## config.mk

```make
export PLATFORM = sky130hd
export DESIGN_NAME = ex_mem_stage_flat
export DESIGN_NICKNAME = d
export VERILOG_FILES = /design/src/rtl/ex_mem_pkg.sv /design/src/rtl/ex_mem_stage_if.sv /design/src/rtl/ex_mem_stage_branch_resolve.sv /design/src/rtl/ex_mem_stage.sv /design/src/flat_wrapper.sv
export SDC_FILE = /design/constraint.sdc
export NUM_CORES = 1
export LEC_CHECK = 0
export CAP_MARGIN = 25
export CORE_ASPECT_RATIO = 1.25
export CORE_MARGIN = 3
export CORE_UTILIZATION = 47
export CTS_CLUSTER_DIAMETER = 80
export DETAILED_ROUTE_END_ITERATION = 6
export GPL_ROUTABILITY_DRIVEN = 0
export PLACE_DENSITY_LB_ADDON = 0.2
export SLEW_MARGIN = 0
export SYNTH_ARGS = -nofsm -noshare
export SYNTH_HDL_FRONTEND = slang
export SYNTH_SLANG_ARGS = --single-unit
```

## constraint.sdc

```tcl
create_clock -name clk -period 18.8 [get_ports clk]
set_input_delay 3.76 -clock clk [delete_from_list [all_inputs] [get_ports clk]]
set_output_delay 3.76 -clock clk [all_outputs]
set_load 0.02 [all_outputs]
```

## src/rtl/ex_mem_pkg.sv

```systemverilog
// Shared types and constants for the execute-to-memory stage.
package ex_mem_pkg;

    localparam int DATA_WIDTH     = 64;
    localparam int REG_ADDR_WIDTH = 5;

    // Occupancy of the two-entry skid buffer.
    typedef enum logic [1:0] {
        EMPTY = 2'd0,
        ONE   = 2'd1,
        FULL  = 2'd2
    } t_skid_state;

    // Branch condition codes carried in func3.
    localparam logic [2:0] BEQ  = 3'b000;
    localparam logic [2:0] BNE  = 3'b001;
    localparam logic [2:0] BLT  = 3'b100;
    localparam logic [2:0] BGE  = 3'b101;
    localparam logic [2:0] BLTU = 3'b110;
    localparam logic [2:0] BGEU = 3'b111;

    // Everything that travels on to the memory stage.
    typedef struct packed {
        logic [DATA_WIDTH-1:0]     result;
        logic [DATA_WIDTH-1:0]     store_data;
        logic [REG_ADDR_WIDTH-1:0] rd_addr;
        logic                      reg_write;
        logic                      mem_write;
    } t_ex_mem_bundle;

endpackage

```

## src/rtl/ex_mem_stage_if.sv

```systemverilog
// Upstream execute bundle, downstream memory bundle and redirect signals.
interface ex_mem_stage_if;
    import ex_mem_pkg::*;

    logic                      i_valid;
    logic                      o_ready;
    logic [DATA_WIDTH-1:0]     i_alu_result;
    logic                      i_zero_flag;
    logic                      i_slt_flag;
    logic                      i_sltu_flag;
    logic                      i_branch;
    logic                      i_jump;
    logic [2:0]                i_func3;
    logic [DATA_WIDTH-1:0]     i_pc_target;
    logic [DATA_WIDTH-1:0]     i_pc_plus4;
    logic                      i_link;
    logic [DATA_WIDTH-1:0]     i_store_data;
    logic [REG_ADDR_WIDTH-1:0] i_rd_addr;
    logic                      i_reg_write;
    logic                      i_mem_write;
    logic                      i_flush;
    logic                      o_valid;
    logic                      i_ready;
    logic [DATA_WIDTH-1:0]     o_result;
    logic [DATA_WIDTH-1:0]     o_store_data;
    logic [REG_ADDR_WIDTH-1:0] o_rd_addr;
    logic                      o_reg_write;
    logic                      o_mem_write;
    logic                      o_redirect;
    logic [DATA_WIDTH-1:0]     o_redirect_pc;

    // The stage itself.
    modport slave (
        input  i_valid, i_alu_result, i_zero_flag, i_slt_flag, i_sltu_flag,
               i_branch, i_jump, i_func3, i_pc_target, i_pc_plus4, i_link,
               i_store_data, i_rd_addr, i_reg_write, i_mem_write, i_flush, i_ready,
        output o_ready, o_valid, o_result, o_store_data, o_rd_addr,
               o_reg_write, o_mem_write, o_redirect, o_redirect_pc
    );

    // The environment around the stage (pipeline neighbours or a bench).
    modport master (
        output i_valid, i_alu_result, i_zero_flag, i_slt_flag, i_sltu_flag,
               i_branch, i_jump, i_func3, i_pc_target, i_pc_plus4, i_link,
               i_store_data, i_rd_addr, i_reg_write, i_mem_write, i_flush, i_ready,
        input  o_ready, o_valid, o_result, o_store_data, o_rd_addr,
               o_reg_write, o_mem_write, o_redirect, o_redirect_pc
    );

endinterface

```

## src/rtl/ex_mem_stage_branch_resolve.sv

```systemverilog
// Decides whether a control transfer is taken from func3 and the ALU flags.
module branch_resolve
    import ex_mem_pkg::*;
(
    input  logic       i_branch,
    input  logic       i_jump,
    input  logic [2:0] i_func3,
    input  logic       i_zero_flag,
    input  logic       i_slt_flag,
    input  logic       i_sltu_flag,
    output logic       o_taken
);

    logic w_cond;

    // Map the condition code onto the matching flag; reserved codes never branch.
    always_comb begin
        w_cond = 1'b0;
        case (i_func3)
            BEQ:     w_cond = i_zero_flag;
            BNE:     w_cond = ~i_zero_flag;
            BLT:     w_cond = i_slt_flag;
            BGE:     w_cond = ~i_slt_flag;
            BLTU:    w_cond = i_sltu_flag;
            BGEU:    w_cond = ~i_sltu_flag;
            default: w_cond = 1'b0;
        endcase
    end

    assign o_taken = i_jump | (i_branch & w_cond);

endmodule

```

## src/rtl/ex_mem_stage.sv

```systemverilog
// Execute-to-memory stage: resolves branches, picks the writeback value and
// holds bundles in a two-entry skid buffer so o_ready never depends on i_ready.
module ex_mem_stage
    import ex_mem_pkg::*;
(
    input  logic          clk,
    input  logic          arst,
    ex_mem_stage_if.slave bus
);

    t_skid_state    r_state;
    t_skid_state    w_state_next;
    t_ex_mem_bundle r_main;
    t_ex_mem_bundle r_skid;
    t_ex_mem_bundle w_in_bundle;
    logic           r_redirect;
    logic [DATA_WIDTH-1:0] r_redirect_pc;

    logic w_ready;
    logic w_valid;
    logic w_accept;
    logic w_xfer;
    logic w_taken;
    logic w_load_main_in;
    logic w_load_main_skid;
    logic w_load_skid;

    branch_resolve u_branch_resolve (
        .i_branch    (bus.i_branch),
        .i_jump      (bus.i_jump),
        .i_func3     (bus.i_func3),
        .i_zero_flag (bus.i_zero_flag),
        .i_slt_flag  (bus.i_slt_flag),
        .i_sltu_flag (bus.i_sltu_flag),
        .o_taken     (w_taken)
    );

    assign w_in_bundle = '{
        result:     bus.i_link ? bus.i_pc_plus4 : bus.i_alu_result,
        store_data: bus.i_store_data,
        rd_addr:    bus.i_rd_addr,
        reg_write:  bus.i_reg_write,
        mem_write:  bus.i_mem_write
    };

    // Ready and valid come straight from the registered state.
    assign w_ready  = (r_state != FULL);
    assign w_valid  = (r_state != EMPTY);
    assign w_accept = bus.i_valid & w_ready & ~bus.i_flush;
    assign w_xfer   = w_valid & bus.i_ready;

    // Next occupancy and which register loads; flush overrides everything.
    always_comb begin
        w_state_next     = r_state;
        w_load_main_in   = 1'b0;
        w_load_main_skid = 1'b0;
        w_load_skid      = 1'b0;
        if (bus.i_flush) begin
            w_state_next = EMPTY;
        end else begin
            case (r_state)
                EMPTY: begin
                    if (w_accept) begin
                        w_load_main_in = 1'b1;
                        w_state_next   = ONE;
                    end
                end
                ONE: begin
                    if (w_accept && w_xfer) begin
                        w_load_main_in = 1'b1;
                    end else if (w_accept) begin
                        w_load_skid  = 1'b1;
                        w_state_next = FULL;
                    end else if (w_xfer) begin
                        w_state_next = EMPTY;
                    end
                end
                FULL: begin
                    if (w_xfer) begin
                        w_load_main_skid = 1'b1;
                        w_state_next     = ONE;
                    end
                end
                default: w_state_next = EMPTY;
            endcase
        end
    end

    // Occupancy state register.
    always_ff @(posedge clk or posedge arst) begin
        if (arst) r_state <= EMPTY;
        else      r_state <= w_state_next;
    end

    // Main and skid data registers; main always feeds the outputs.
    always_ff @(posedge clk or posedge arst) begin
        if (arst) begin
            r_main <= '0;
            r_skid <= '0;
        end else begin
            if (w_load_main_in)        r_main <= w_in_bundle;
            else if (w_load_main_skid) r_main <= r_skid;
            if (w_load_skid)           r_skid <= w_in_bundle;
        end
    end

    // One-cycle redirect pulse for every accepted taken transfer, regardless of stall.
    always_ff @(posedge clk or posedge arst) begin
        if (arst) begin
            r_redirect    <= 1'b0;
            r_redirect_pc <= '0;
        end else begin
            r_redirect <= w_accept & w_taken;
            if (w_accept && w_taken) r_redirect_pc <= bus.i_pc_target;
        end
    end

    assign bus.o_ready       = w_ready;
    assign bus.o_valid       = w_valid;
    assign bus.o_result      = r_main.result;
    assign bus.o_store_data  = r_main.store_data;
    assign bus.o_rd_addr     = r_main.rd_addr;
    assign bus.o_reg_write   = r_main.reg_write;
    assign bus.o_mem_write   = r_main.mem_write;
    assign bus.o_redirect    = r_redirect;
    assign bus.o_redirect_pc = r_redirect_pc;

endmodule

```

## src/flat_wrapper.sv

```systemverilog
// flat-port wrapper written by rule: the top's interface ports become plain ports
module ex_mem_stage_flat import ex_mem_pkg::*;
  (clk, arst, bus_i_valid, bus_i_alu_result, bus_i_zero_flag, bus_i_slt_flag, bus_i_sltu_flag, bus_i_branch, bus_i_jump, bus_i_func3, bus_i_pc_target, bus_i_pc_plus4, bus_i_link, bus_i_store_data, bus_i_rd_addr, bus_i_reg_write, bus_i_mem_write, bus_i_flush, bus_i_ready, bus_o_ready, bus_o_valid, bus_o_result, bus_o_store_data, bus_o_rd_addr, bus_o_reg_write, bus_o_mem_write, bus_o_redirect, bus_o_redirect_pc);
  ex_mem_stage_if bus_i ();
  input  logic clk;
  input  logic arst;
  input wire logic [$bits(bus_i.i_valid)-1:0] bus_i_valid;
  input wire logic [$bits(bus_i.i_alu_result)-1:0] bus_i_alu_result;
  input wire logic [$bits(bus_i.i_zero_flag)-1:0] bus_i_zero_flag;
  input wire logic [$bits(bus_i.i_slt_flag)-1:0] bus_i_slt_flag;
  input wire logic [$bits(bus_i.i_sltu_flag)-1:0] bus_i_sltu_flag;
  input wire logic [$bits(bus_i.i_branch)-1:0] bus_i_branch;
  input wire logic [$bits(bus_i.i_jump)-1:0] bus_i_jump;
  input wire logic [$bits(bus_i.i_func3)-1:0] bus_i_func3;
  input wire logic [$bits(bus_i.i_pc_target)-1:0] bus_i_pc_target;
  input wire logic [$bits(bus_i.i_pc_plus4)-1:0] bus_i_pc_plus4;
  input wire logic [$bits(bus_i.i_link)-1:0] bus_i_link;
  input wire logic [$bits(bus_i.i_store_data)-1:0] bus_i_store_data;
  input wire logic [$bits(bus_i.i_rd_addr)-1:0] bus_i_rd_addr;
  input wire logic [$bits(bus_i.i_reg_write)-1:0] bus_i_reg_write;
  input wire logic [$bits(bus_i.i_mem_write)-1:0] bus_i_mem_write;
  input wire logic [$bits(bus_i.i_flush)-1:0] bus_i_flush;
  input wire logic [$bits(bus_i.i_ready)-1:0] bus_i_ready;
  output wire logic [$bits(bus_i.o_ready)-1:0] bus_o_ready;
  output wire logic [$bits(bus_i.o_valid)-1:0] bus_o_valid;
  output wire logic [$bits(bus_i.o_result)-1:0] bus_o_result;
  output wire logic [$bits(bus_i.o_store_data)-1:0] bus_o_store_data;
  output wire logic [$bits(bus_i.o_rd_addr)-1:0] bus_o_rd_addr;
  output wire logic [$bits(bus_i.o_reg_write)-1:0] bus_o_reg_write;
  output wire logic [$bits(bus_i.o_mem_write)-1:0] bus_o_mem_write;
  output wire logic [$bits(bus_i.o_redirect)-1:0] bus_o_redirect;
  output wire logic [$bits(bus_i.o_redirect_pc)-1:0] bus_o_redirect_pc;
  assign bus_i.i_valid = bus_i_valid;
  assign bus_i.i_alu_result = bus_i_alu_result;
  assign bus_i.i_zero_flag = bus_i_zero_flag;
  assign bus_i.i_slt_flag = bus_i_slt_flag;
  assign bus_i.i_sltu_flag = bus_i_sltu_flag;
  assign bus_i.i_branch = bus_i_branch;
  assign bus_i.i_jump = bus_i_jump;
  assign bus_i.i_func3 = bus_i_func3;
  assign bus_i.i_pc_target = bus_i_pc_target;
  assign bus_i.i_pc_plus4 = bus_i_pc_plus4;
  assign bus_i.i_link = bus_i_link;
  assign bus_i.i_store_data = bus_i_store_data;
  assign bus_i.i_rd_addr = bus_i_rd_addr;
  assign bus_i.i_reg_write = bus_i_reg_write;
  assign bus_i.i_mem_write = bus_i_mem_write;
  assign bus_i.i_flush = bus_i_flush;
  assign bus_i.i_ready = bus_i_ready;
  assign bus_o_ready = bus_i.o_ready;
  assign bus_o_valid = bus_i.o_valid;
  assign bus_o_result = bus_i.o_result;
  assign bus_o_store_data = bus_i.o_store_data;
  assign bus_o_rd_addr = bus_i.o_rd_addr;
  assign bus_o_reg_write = bus_i.o_reg_write;
  assign bus_o_mem_write = bus_i.o_mem_write;
  assign bus_o_redirect = bus_i.o_redirect;
  assign bus_o_redirect_pc = bus_i.o_redirect_pc;
  ex_mem_stage u_core (.clk(clk), .arst(arst), .bus(bus_i));
endmodule
```

==> impl_metrics.py <==
metrics = {
    "synth": {
        "ys_seq_area_frac": 0.530,
        "avgSynthCellArea_sq_um": 13.0,
        "synth_area_sq_mm": 0.0159,
        "synth_nets": 1503,
        "synth_cell_types": 29,
        "synth_seq_cells": 337,
        "yosys_warnings": 0,
        "synthCells": 1226,
    },
    "route": {
        "drt_iter0_markers": 690,
        "dr.pass1.iters": 4,
        "routed_wl_mm": 45.2,
        "wl_per_cell_microns": 21.4,
        "drc": 0,
        "vias": 11700,
        "ant_nets": 0,
        "routed_via_density": 5.53,
    },
    "timing": {
        "slew-limit-headroom": 0.369,
        "finalCriticalPeriod_ns": 6.31,
        "finalSetupTns_ns": 0,
        "maxSlewViolCount": 0,
        "worst_pin_slew_ns": 0.947,
        "rsz0062_at_grt": "no",
        "finClkSkew_ns": 0.0154,
        "hold_viol": 0,
        "fin_crit_sh": 0.336,
        "max_freq_ghz": 0.159,
        "holdWs_ns": 0.497,
        "setup_viol": 0,
    },
    "global_route": {
        "grt_pass1_wl_mm": 68.1,
        "grt_max_degree": 152,
        "grt-ovfl-total": 0,
        "grtUsageTotal": 0.240,
        "grt_pass1_vias": 12100,
        "antenna_found_initial": 7,
    },
    "finish": {
        "finalNonFillerCells": 2112,
        "final_core_util": 0.673,
        "area_delta_synth_final_pct": 39.7,
        "fin_nets": 1939,
        "layout_commonest_cell": "clkdlybuf4s50_1",
        "drive_above_1_share": 0.226,
        "final_cell_mix": "clkdlybuf4s50_1, dfrtp_1, mux2_2, mux2_1, inv_1",
    },
    "clocking": {
        "clock-sinks": 337,
        "h-tree-depth": 2,
        "hold_buffers": 0,
        "cts_buffers": 36,
        "postCtsResizedCells": 0,
        "cts_tree": "done",
        "cts_root_buf": "clkbuf_16",
        "cts.reportedPaths.clkPinSlew_ns": 0.06,
        "cts_buffer_depth": 3,
        "cts_setup_buffers": 0,
        "clk_latency_ns": 0.54,
    },
    "placement": {
        "place_hpwl_mm": 30.4,
        "dp_cells": 2039,
        "portBuffers": 478,
    },
    "die": {
        "core_area_sq_mm": 0.0331,
        "die_w_microns": 171,
        "die_y_microns": 212,
        "dieArea_sq_mm": 0.0361,
        "io_pins": 479,
        "rows": 74,
        "start_util": 0.481,
    },
    "critical_path": {
        "arrival_ns": 6.73,
        "end_kind": "flip-flop",
        "reg2reg_from": "u_core.r_state[1]$_DFFE_PP0P_",
        "path_max_fanout": 65,
        "crit_required_ns": 19.22,
        "reg2reg_slack_ns": 15.90,
        "cp-start-kind": "primary input",
        "path_class": "in -> reg",
        "reg2regPathDepth": 6,
        "r2r_end": "u_core.r_skid[62]$_DFFE_PP0P_",
    },
    "worst_hold_path": {
        "min_from": "u_core.r_skid[89]$_DFFE_PP0P_",
        "hp-class": "reg -> reg",
        "whs_endpoint": "u_core.r_skid[89]$_DFFE_PP0P_",
        "whs_path_depth": 1,
    },
    "power": {
        "power_density_mw_per_mm2": 128,
        "ir_drop_mv": 0.0891,
        "fin_total_pwr_mw": 2.84,
        "power.leakage_nw": 9.38,
    },
    "run_status": {
        "status": "completed",
    },
    "run": {
        "cap_violations": 0,
    },
}
-- report_power, final --
group	total (mW)	leakage [nW]	internal (mW)	switching [mW]
clock	0.707	0.590	0.409	0.298
sequential	1.10	4.01	0.969	0.134
combinational	1.03	4.78	0.552	0.479
-- per-layer routing --
metal | GRT usage | vias to the layer above | routed length, microns
li1 | - | 5343 | -
met1 | 0.291 | 5807 | 17400
met2 | 0.398 | 437 | 22200
met3 | 0.0659 | 98 | 3520
met4 | 0.110 | 4 | 2000
met5 | 0 | - | 17
-- flip-flops by register name, indices dropped and copies added (netlist names) --
register	flops
u_core.r_state	2
u_core.bus.o_mem_write	1
u_core.bus.o_reg_write	1
u_core.bus.o_store_data	64
u_core.bus.o_result	64
u_core.bus.o_redirect	1
u_core.bus.o_rd_addr	5
u_core.r_skid	135
u_core.bus.o_redirect_pc	64
-- worst max-delay path, cell delays in order --
cell,delay [ns]
clkdlybuf4s50_1,0.54
nor2b_1,0.32
and3_4,0.50
buf_16,0.31
buf_4,0.25
buf_16,0.33
mux2_1,0.37
mux2_2,0.27
-- how the worst max path moves through the flow --
stage	start	endpoint	slack [ns]	cells after the start
4_1_cts	bus_i_flush	u_core.bus.o_store_data[49]$_DFFE_PP0P_	11.98	6
3_5_place_dp	bus_i_flush	u_core.bus.o_store_data[2]$_DFFE_PP0P_	11.42	6
5_1_grt	bus_i_flush	u_core.bus.o_store_data[49]$_DFFE_PP0P_	12.33	8
2_1_floorplan	arst	u_core.bus.o_mem_write$_DFFE_PP0P_	5.70	1
3_3_place_gp	bus_i_valid	u_core.bus.o_store_data[30]$_DFFE_PP0P_	11.48	6
6_report	bus_i_flush	u_core.bus.o_store_data[49]$_DFFE_PP0P_	12.49	8
-- area by class of cell --
type                    count  area, sq um
diodes                      5         12.5
clock buffers              49         1010
clock inverters            16          166
fillers                  2527        10800
inverters                  83          319
multi-input cells         711         6790
flip-flops and latches    337         8430
well taps                 418          523
repair buffers            493         4980
-- logic make-up (layout without fill, tap and decap cells) --
kind of cell / count (synthesis) / in the layout / share of synthesized area
compound gates: 156 / 156 / 0.0752
xor+xnor: 1 / 1 / 0.000551
buf+inv: 178 / 641 / 0.0461
flops: 337 / 337 / 0.530
mux: 452 / 452 / 0.317
other cells: 0 / 5 / 0
simple gates: 102 / 102 / 0.0314
-- metrics by stage --
step / instance area (sq um) / setup WS (ns)
4_1_cts: 22100 / 11.98
6_report: 22200 / 12.49
2_1_floorplan: 15900 / 5.70
5_1_grt: 22200 / 12.33
3_3_place_gp: 21000 / 11.48
3_5_place_dp: 21000 / 11.42
-- cells in the mapped netlist (all sizes together) --
master	count	area [sq um]
a21oi	21	105
a31o	1	8.76
a32oi	64	561
and2	2	12.5
and3	2	12.5
buf	55	272
clkbuf	40	150
dfrtp	337	8430
inv	83	312
mux2	414	4660
mux2i	38	380
nand2	4	15.0
nand2b	3	18.8
nand3	65	325
nor2	19	71.3
nor2b	2	12.5
nor3	1	5.00
nor3b	1	7.51
o211ai	65	488
o21ai	3	15.0
o21bai	1	11.3
o31ai	1	7.51
or2	2	12.5
or3	1	6.26
xor2	1	8.76
No activity file was read; power rests on OpenSTA's default activity.
